--- config.mk ---
export PLATFORM = sky130hd
export DESIGN_NAME = per_xfer_ctrl_flat
export DESIGN_NICKNAME = d
export VERILOG_FILES = /design/src/rtl/per_xfer_ctrl_if.sv /design/src/rtl/per_xfer_ctrl.sv /design/src/flat_wrapper.sv
export SDC_FILE = /design/constraint.sdc
export NUM_CORES = 1
export LEC_CHECK = 0
export CAP_MARGIN = 20
export CORE_ASPECT_RATIO = 0.8
export CORE_UTILIZATION = 45
export CTS_BUF_LIST = sky130_fd_sc_hd__clkbuf_4 sky130_fd_sc_hd__clkbuf_8
export CTS_CLUSTER_DIAMETER = 40
export DETAILED_ROUTE_END_ITERATION = 12
export HOLD_SLACK_MARGIN = 0.05
export PLACE_DENSITY = 0.89
export SYNTH_ARGS = -nofsm -noshare
export SYNTH_HDL_FRONTEND = slang
export SYNTH_SLANG_ARGS = --single-unit
--- constraint.sdc ---
create_clock -name clk -period 4.3 [get_ports clk]
set_clock_uncertainty 0.05 [all_clocks]
set_input_delay 0.86 -clock clk [delete_from_list [all_inputs] [get_ports clk]]
set_output_delay 0.86 -clock clk [all_outputs]
set_load 0.05 [all_outputs]
--- src/rtl/per_xfer_ctrl_if.sv ---
// Serial peripheral bus between per_xfer_ctrl (master) and the attached peripheral (slave).
interface per_xfer_ctrl_if;
  logic sclk;
  logic cs_n;
  logic sdo;
  logic sdi;

  modport master (output sclk, output cs_n, output sdo, input sdi);
  modport slave  (input sclk, input cs_n, input sdo, output sdi);
endinterface

--- src/rtl/per_xfer_ctrl.sv ---
// Serial frame transfer controller: shifts {addr, data} out MSB first on a divided sclk.
// Optional read-back of sdi into rdata is enabled with macro PER_XFER_READBACK_EN.
module per_xfer_ctrl #(
  parameter int unsigned ADDR_BITS  = 8,
  parameter int unsigned DATA_WIDTH = 32,
  parameter int unsigned CLK_DIV    = 4
) (
  input  logic                  clk,
  input  logic                  reset,
  input  logic                  startbit,
  input  logic                  resetbit,
  input  logic                  it_enable,
  input  logic [DATA_WIDTH-1:0] per_addr,
  input  logic [DATA_WIDTH-1:0] per_data,
  input  logic                  irq_clr,
  per_xfer_ctrl_if.master       spi,
  output logic                  busy,
  output logic                  done,
  output logic                  irq,
  output logic [DATA_WIDTH-1:0] rdata
);

  localparam int unsigned FRAME = ADDR_BITS + DATA_WIDTH;
  localparam int unsigned CntW  = $clog2(FRAME);

  typedef enum logic [2:0] {StIdle, StSetup, StShift, StHold, StDone} state_e;

  state_e             state_q;
  logic               start_q;
  logic [7:0]         div_cnt_q;
  logic [CntW-1:0]    bit_cnt_q;
  logic [FRAME-1:0]   shreg_q;
  logic               sclk_q, cs_n_q, sdo_q, busy_q, done_q, irq_q;

  logic start_edge;
  logic div_last;
  logic unused_addr;

  assign start_edge  = startbit & ~start_q;
  assign div_last    = (div_cnt_q == 8'(CLK_DIV - 1));
  assign unused_addr = ^per_addr;

`ifdef PER_XFER_READBACK_EN
  logic [DATA_WIDTH-1:0] rdata_q;
  assign rdata = rdata_q;
`else
  logic unused_sdi;
  assign unused_sdi = spi.sdi;
  assign rdata      = '0;
`endif

  always_ff @(posedge clk or posedge reset) begin
    if (reset) begin
      state_q   <= StIdle;
      start_q   <= 1'b0;
      div_cnt_q <= '0;
      bit_cnt_q <= '0;
      shreg_q   <= '0;
      sclk_q    <= 1'b0;
      cs_n_q    <= 1'b1;
      sdo_q     <= 1'b0;
      busy_q    <= 1'b0;
      done_q    <= 1'b0;
      irq_q     <= 1'b0;
`ifdef PER_XFER_READBACK_EN
      rdata_q   <= '0;
`endif
    end else begin
      start_q <= startbit;
      done_q  <= 1'b0;
      if (resetbit) begin
        state_q   <= StIdle;
        div_cnt_q <= '0;
        sclk_q    <= 1'b0;
        cs_n_q    <= 1'b1;
        sdo_q     <= 1'b0;
        busy_q    <= 1'b0;
        irq_q     <= 1'b0;
      end else begin
        if (irq_clr) irq_q <= 1'b0;
        unique case (state_q)
          StIdle: begin
            if (start_edge) begin
              shreg_q   <= {per_addr[ADDR_BITS-1:0], per_data};
              sdo_q     <= per_addr[ADDR_BITS-1];
              cs_n_q    <= 1'b0;
              busy_q    <= 1'b1;
              div_cnt_q <= '0;
              state_q   <= StSetup;
            end
          end
          StSetup: begin
            if (div_last) begin
              div_cnt_q <= '0;
              bit_cnt_q <= CntW'(FRAME - 1);
              sdo_q     <= shreg_q[FRAME-1];
              state_q   <= StShift;
            end else begin
              div_cnt_q <= div_cnt_q + 8'd1;
            end
          end
          StShift: begin
            if (div_last) begin
              div_cnt_q <= '0;
              if (!sclk_q) begin
                sclk_q <= 1'b1;
`ifdef PER_XFER_READBACK_EN
                // Only the data part of the frame carries read-back bits.
                if (32'(bit_cnt_q) < DATA_WIDTH) rdata_q <= {rdata_q[DATA_WIDTH-2:0], spi.sdi};
`endif
              end else begin
                sclk_q <= 1'b0;
                if (bit_cnt_q == '0) begin
                  state_q <= StHold;
                end else begin
                  bit_cnt_q <= bit_cnt_q - 1'b1;
                  shreg_q   <= {shreg_q[FRAME-2:0], 1'b0};
                  sdo_q     <= shreg_q[FRAME-2];
                end
              end
            end else begin
              div_cnt_q <= div_cnt_q + 8'd1;
            end
          end
          StHold: begin
            if (div_last) begin
              div_cnt_q <= '0;
              busy_q    <= 1'b0;
              cs_n_q    <= 1'b1;
              sdo_q     <= 1'b0;
              done_q    <= 1'b1;
              state_q   <= StDone;
            end else begin
              div_cnt_q <= div_cnt_q + 8'd1;
            end
          end
          StDone: begin
            // Set is applied after the clear above so a coincident irq_clr loses.
            if (it_enable) irq_q <= 1'b1;
            state_q <= StIdle;
          end
          default: state_q <= StIdle;
        endcase
      end
    end
  end

  assign spi.sclk = sclk_q;
  assign spi.cs_n = cs_n_q;
  assign spi.sdo  = sdo_q;
  assign busy     = busy_q;
  assign done     = done_q;
  assign irq      = irq_q;

endmodule

--- src/flat_wrapper.sv ---
// flat-port wrapper written by rule: the top's interface ports become plain ports
module per_xfer_ctrl_flat 
#(
  parameter int unsigned ADDR_BITS  = 8,
  parameter int unsigned DATA_WIDTH = 32,
  parameter int unsigned CLK_DIV    = 4
)
  (clk, reset, startbit, resetbit, it_enable, per_addr, per_data, irq_clr, busy, done, irq, rdata, spi_sclk, spi_cs_n, spi_sdo, spi_sdi);
  per_xfer_ctrl_if spi_i ();
  input  logic clk;
  input  logic reset;
  input  logic startbit;
  input  logic resetbit;
  input  logic it_enable;
  input  logic [DATA_WIDTH-1:0] per_addr;
  input  logic [DATA_WIDTH-1:0] per_data;
  input  logic irq_clr;
  output logic busy;
  output logic done;
  output logic irq;
  output logic [DATA_WIDTH-1:0] rdata;
  output wire logic [$bits(spi_i.sclk)-1:0] spi_sclk;
  output wire logic [$bits(spi_i.cs_n)-1:0] spi_cs_n;
  output wire logic [$bits(spi_i.sdo)-1:0] spi_sdo;
  input wire logic [$bits(spi_i.sdi)-1:0] spi_sdi;
  assign spi_sclk = spi_i.sclk;
  assign spi_cs_n = spi_i.cs_n;
  assign spi_sdo = spi_i.sdo;
  assign spi_i.sdi = spi_sdi;
  per_xfer_ctrl #(.ADDR_BITS(ADDR_BITS), .DATA_WIDTH(DATA_WIDTH), .CLK_DIV(CLK_DIV)) u_core (.clk(clk), .reset(reset), .startbit(startbit), .resetbit(resetbit), .it_enable(it_enable), .per_addr(per_addr), .per_data(per_data), .irq_clr(irq_clr), .spi(spi_i), .busy(busy), .done(done), .irq(irq), .rdata(rdata));
endmodule
==> key figures <==
Floorplanning
  • DIE WIDTH: 104 um
  • Row count: 29
  • Initial core utilization: 46.8%
  • Die ar.: 8670 um^2
  • Num ports: 109
  • Die Height: 83.5 um
  • CORE AREA: 7980 um^2

Synthesis
  • Area share of the largest cell type after synthesis: 42.2%
  • Sequential-to-total area share from yosys stat: 42.9%
  • Yosys reg bits: 64
  • Synth cell types: 46
  • Synth top area cells: dfrtp_1, mux2i_1, o21ai_2
  • Synth Area in XOR/XNOR: 1.88%
  • Largest area contributor in the netlist: dfrtp_1
  • Multiplexer share of the synthesized area: 11.3%
  • Synth Warn #: 0
  • EDFF count, synth: 0
  • Ys async rst share: 100%
  • Post-Synth Adder-Cell Area: 1.01%
  • Synthesized area: 3730 um^2
  • Synthesized instance count: 348
  • Simple-gate area share of the yosys netlist: 14.1%
  • Largest family of logic cells by synthesized area: compound AO/OA/AOI/OAI gates
  • Compound-cell area share of the yosys netlist: 16.5%
  • Avg Cell Area, Syn: 10.7 um^2
  • Primary FF master, synth: dfrtp_1

CTS
  • CTS resizes: 0
  • Clock Latency Late Sink: 0.33 ns
  • CTS tree: built
  • Max Root-Sink Buffers: 2
  • Clock Sink Count: 64
  • Root Driver: clkbuf_8
  • Clock-pin slew on the worst setup and hold paths: 0.07 ns
  • Total CTS buffers: 9
  • # Post-CTS Setup Buffers: 0
  • CTS H-Tree Depth: 3
  • Hold-fix buffers at CTS: 0

Worst setup path
  • Worst Path Required: 4.51 ns
  • CP endpoint kind: register
  • Reg-to-reg critical path startpoint: u_core.bit_cnt_q[2]
  • R2R Path End: u_core.shreg_q[20]
  • Slowest cell on crit path: o22a_4
  • WS Path Type: input port to register
  • Worst R2R Path Depth: 6
  • Critical path's most frequent cell: buf_4
  • Slowest stage delay, CP: 0.65 ns
  • R2R Setup Slk: 1.69 ns
  • CP Max Fanout: 44
  • Cells along the critical path: clkdlybuf4s50_1 > buf_4 > nor2_1 > nand3_1 > o22a_4 > buf_4 > nand2_2 > o21ai_2
  • CP startpoint kind: input port
  • Worst path arrival time: 3.17 ns

Global route
  • Vias in the first global route: 2616
  • Global-route wire length before repair: 11.7 mm
  • GR Overflow Total: 0
  • Largest net degree at the start of global routing: 45
  • Initial antenna violation count: 0
  • Total Routing Usage GR: 16.7%

Placement
  • Placed Cells: 493
  • Port bufs: 51
  • DP HPWL: 4.86 mm
  • GP Congestion: 0.850

Run status
  • Status: completed

Cells and area
  • Layout Nets: 470
  • Share of cells above drive strength 1: 27.9%
  • # diodes: 0
  • FF+latch area: 1600 um^2
  • Non-Filler Instances: 509
  • Synth-to-layout area growth: 16.0%
  • Fillers: 702
  • Multi-input logic area: 1810 um^2

Hold path
  • Min-Delay Path Class: register to register
  • Count of cells along the worst hold path: 2
  • Hold endpoint: u_core.shreg_q[34]
  • Hold_sp: u_core.shreg_q[34]

Drt
  • Router iterations before antenna repair: 4
  • DR vias/cell: 5.06
  • Vias: 2576
  • Total Wirelength: 6.86 mm
  • Routed Antenna Nets: 0
  • DR iter-0 viols: 201
  • # DRC: 0
  • Avg WL per Cell: 13.5 um

Job
  • Max cap viols: 0

Pwr
  • Peak supply drop: 0.194 mV
  • Total Power: 1.59 mW
  • P per Cell Area: 367 nW/um^2
  • Lkg Pwr: 1.82 nW

STA
  • Final worst path period share: 68.9%
  • Actual slew at the worst max-slew pin: 0.767 ns
  • Max Fclk: 0.337 GHz
  • Pins Over Slew Limit: 0
  • RSZ-0062 raised after global routing: no
  • Hold Fails Final Rpt: 0
  • Minimum clock period after layout: 2.96 ns
  • Count of final setup violators: 0
  • Setup TNS: 0 ns
  • Relative slew slack: 48.8%
  • Worst hold slack: 0.431 ns
==> where the power goes <==
part	internal [mW]	switching [mW]	total (mW)
clock	0.311	0.221	0.532
combinational	0.126	0.187	0.313
sequential	0.685	0.0618	0.747
==> how the worst max path moves through the flow <==
stage          startpoint  cells past startpoint             endpoint  slack [ns]
2_1_floorplan       reset                      1  u_core.bit_cnt_q[0]        1.79
6_report         resetbit                      8   u_core.shreg_q[20]        1.34
3_3_place_gp     resetbit                      7   u_core.shreg_q[22]        1.03
3_5_place_dp     resetbit                      8   u_core.shreg_q[20]        0.97
4_1_cts          resetbit                      8   u_core.shreg_q[20]        1.32
5_1_grt          resetbit                      8   u_core.shreg_q[14]        1.18
==> cell usage after synthesis (all sizes together) (2+ instances only) <==
master / n
o22a: 2
a21oi: 7
or3: 2
inv: 9
nor2: 19
nand2: 49
nor3: 9
mux2i: 41
buf: 46
and3: 2
clkbuf: 4
xor2: 6
o21ba: 2
nand2b: 4
dfrtp: 63
ha: 3
o41ai: 2
o21ai: 50
nand3: 4
a22o: 2
xnor2: 2
o2111ai: 4
nor4: 2
==> registers in the layout, indices dropped and copies added, names as in the netlist <==
signal            flops
u_core.busy           1
u_core.spi.cs_n       1
u_core.spi.sclk       1
u_core.div_cnt_q      8
u_core.state_q        3
u_core.start_q        1
u_core.shreg_q       40
u_core.done           1
u_core.irq            1
u_core.spi.sdo        1
u_core.bit_cnt_q      6
==> cells by family (layout without fill, tap and decap cells) <==
| logic type | count (synthesis) | in the layout |
|---|---|---|
| and+or+nand+nor | 95 | 95 |
| AOI/OAI and AO/OA | 76 | 76 |
| DFF | 64 | 64 |
| buffers and inverters | 59 | 81 |
| muxes | 42 | 42 |
| xor gates and xnor gates | 8 | 8 |
| adders and majority gates | 3 | 3 |
| other | 1 | 32 |
==> critical path: cells and delay by family <==
family | cells | cell delay (ns)
buf+inv | 3 | 1.09
simple gates | 3 | 0.48
compound gates | 2 | 0.72
==> routing by layer <==
metal  global-route usage (%)  vias to the layer above  share of wire, %
met5                        0                        -                 0
met4                     4.55                        0              0.36
met3                     6.01                        4               4.6
met2                     28.1                       77                52
met1                     20.3                     1245                43
li1                         -                     1250                 -
==> placed cells by master (no fill, tap or decap), types with 3 or more instances in the layout <==
cell type,n
clkbuf_8,11
buf_4,5
ha_1,3
xor2_1,6
dfrtp_1,63
a21oi_1,7
nand3_1,4
nand2_2,40
nand2b_1,4
inv_1,8
nor2_1,19
o2111ai_1,4
o21ai_0,10
conb_1,32
o21ai_2,40
mux2i_1,41
nor3_1,8
nand2_1,9
clkdlybuf4s50_1,51
==> stage by stage <==
stage / utilization, % / setup WS, ns / cell area [um^2]
floorplan: - / 1.79 / 3850
global placement: 51.7 / 1.03 / 4130
detailed placement: 51.7 / 0.966 / 4130
CTS: 54.3 / 1.32 / 4330
global route: 54.3 / 1.18 / 4330
finish: 54.3 / 1.34 / 4330
==> final cells by class <==
class	instances	share of cell area, %
clock buffer	13	3.84
sequential	64	37.0
inverter	9	0.779
tap	108	3.12
clock inverter	3	0.924
multi-input combinational	256	41.7
timing repair buffer	56	12.6
Note: power is estimated with default switching activity, not from simulation.
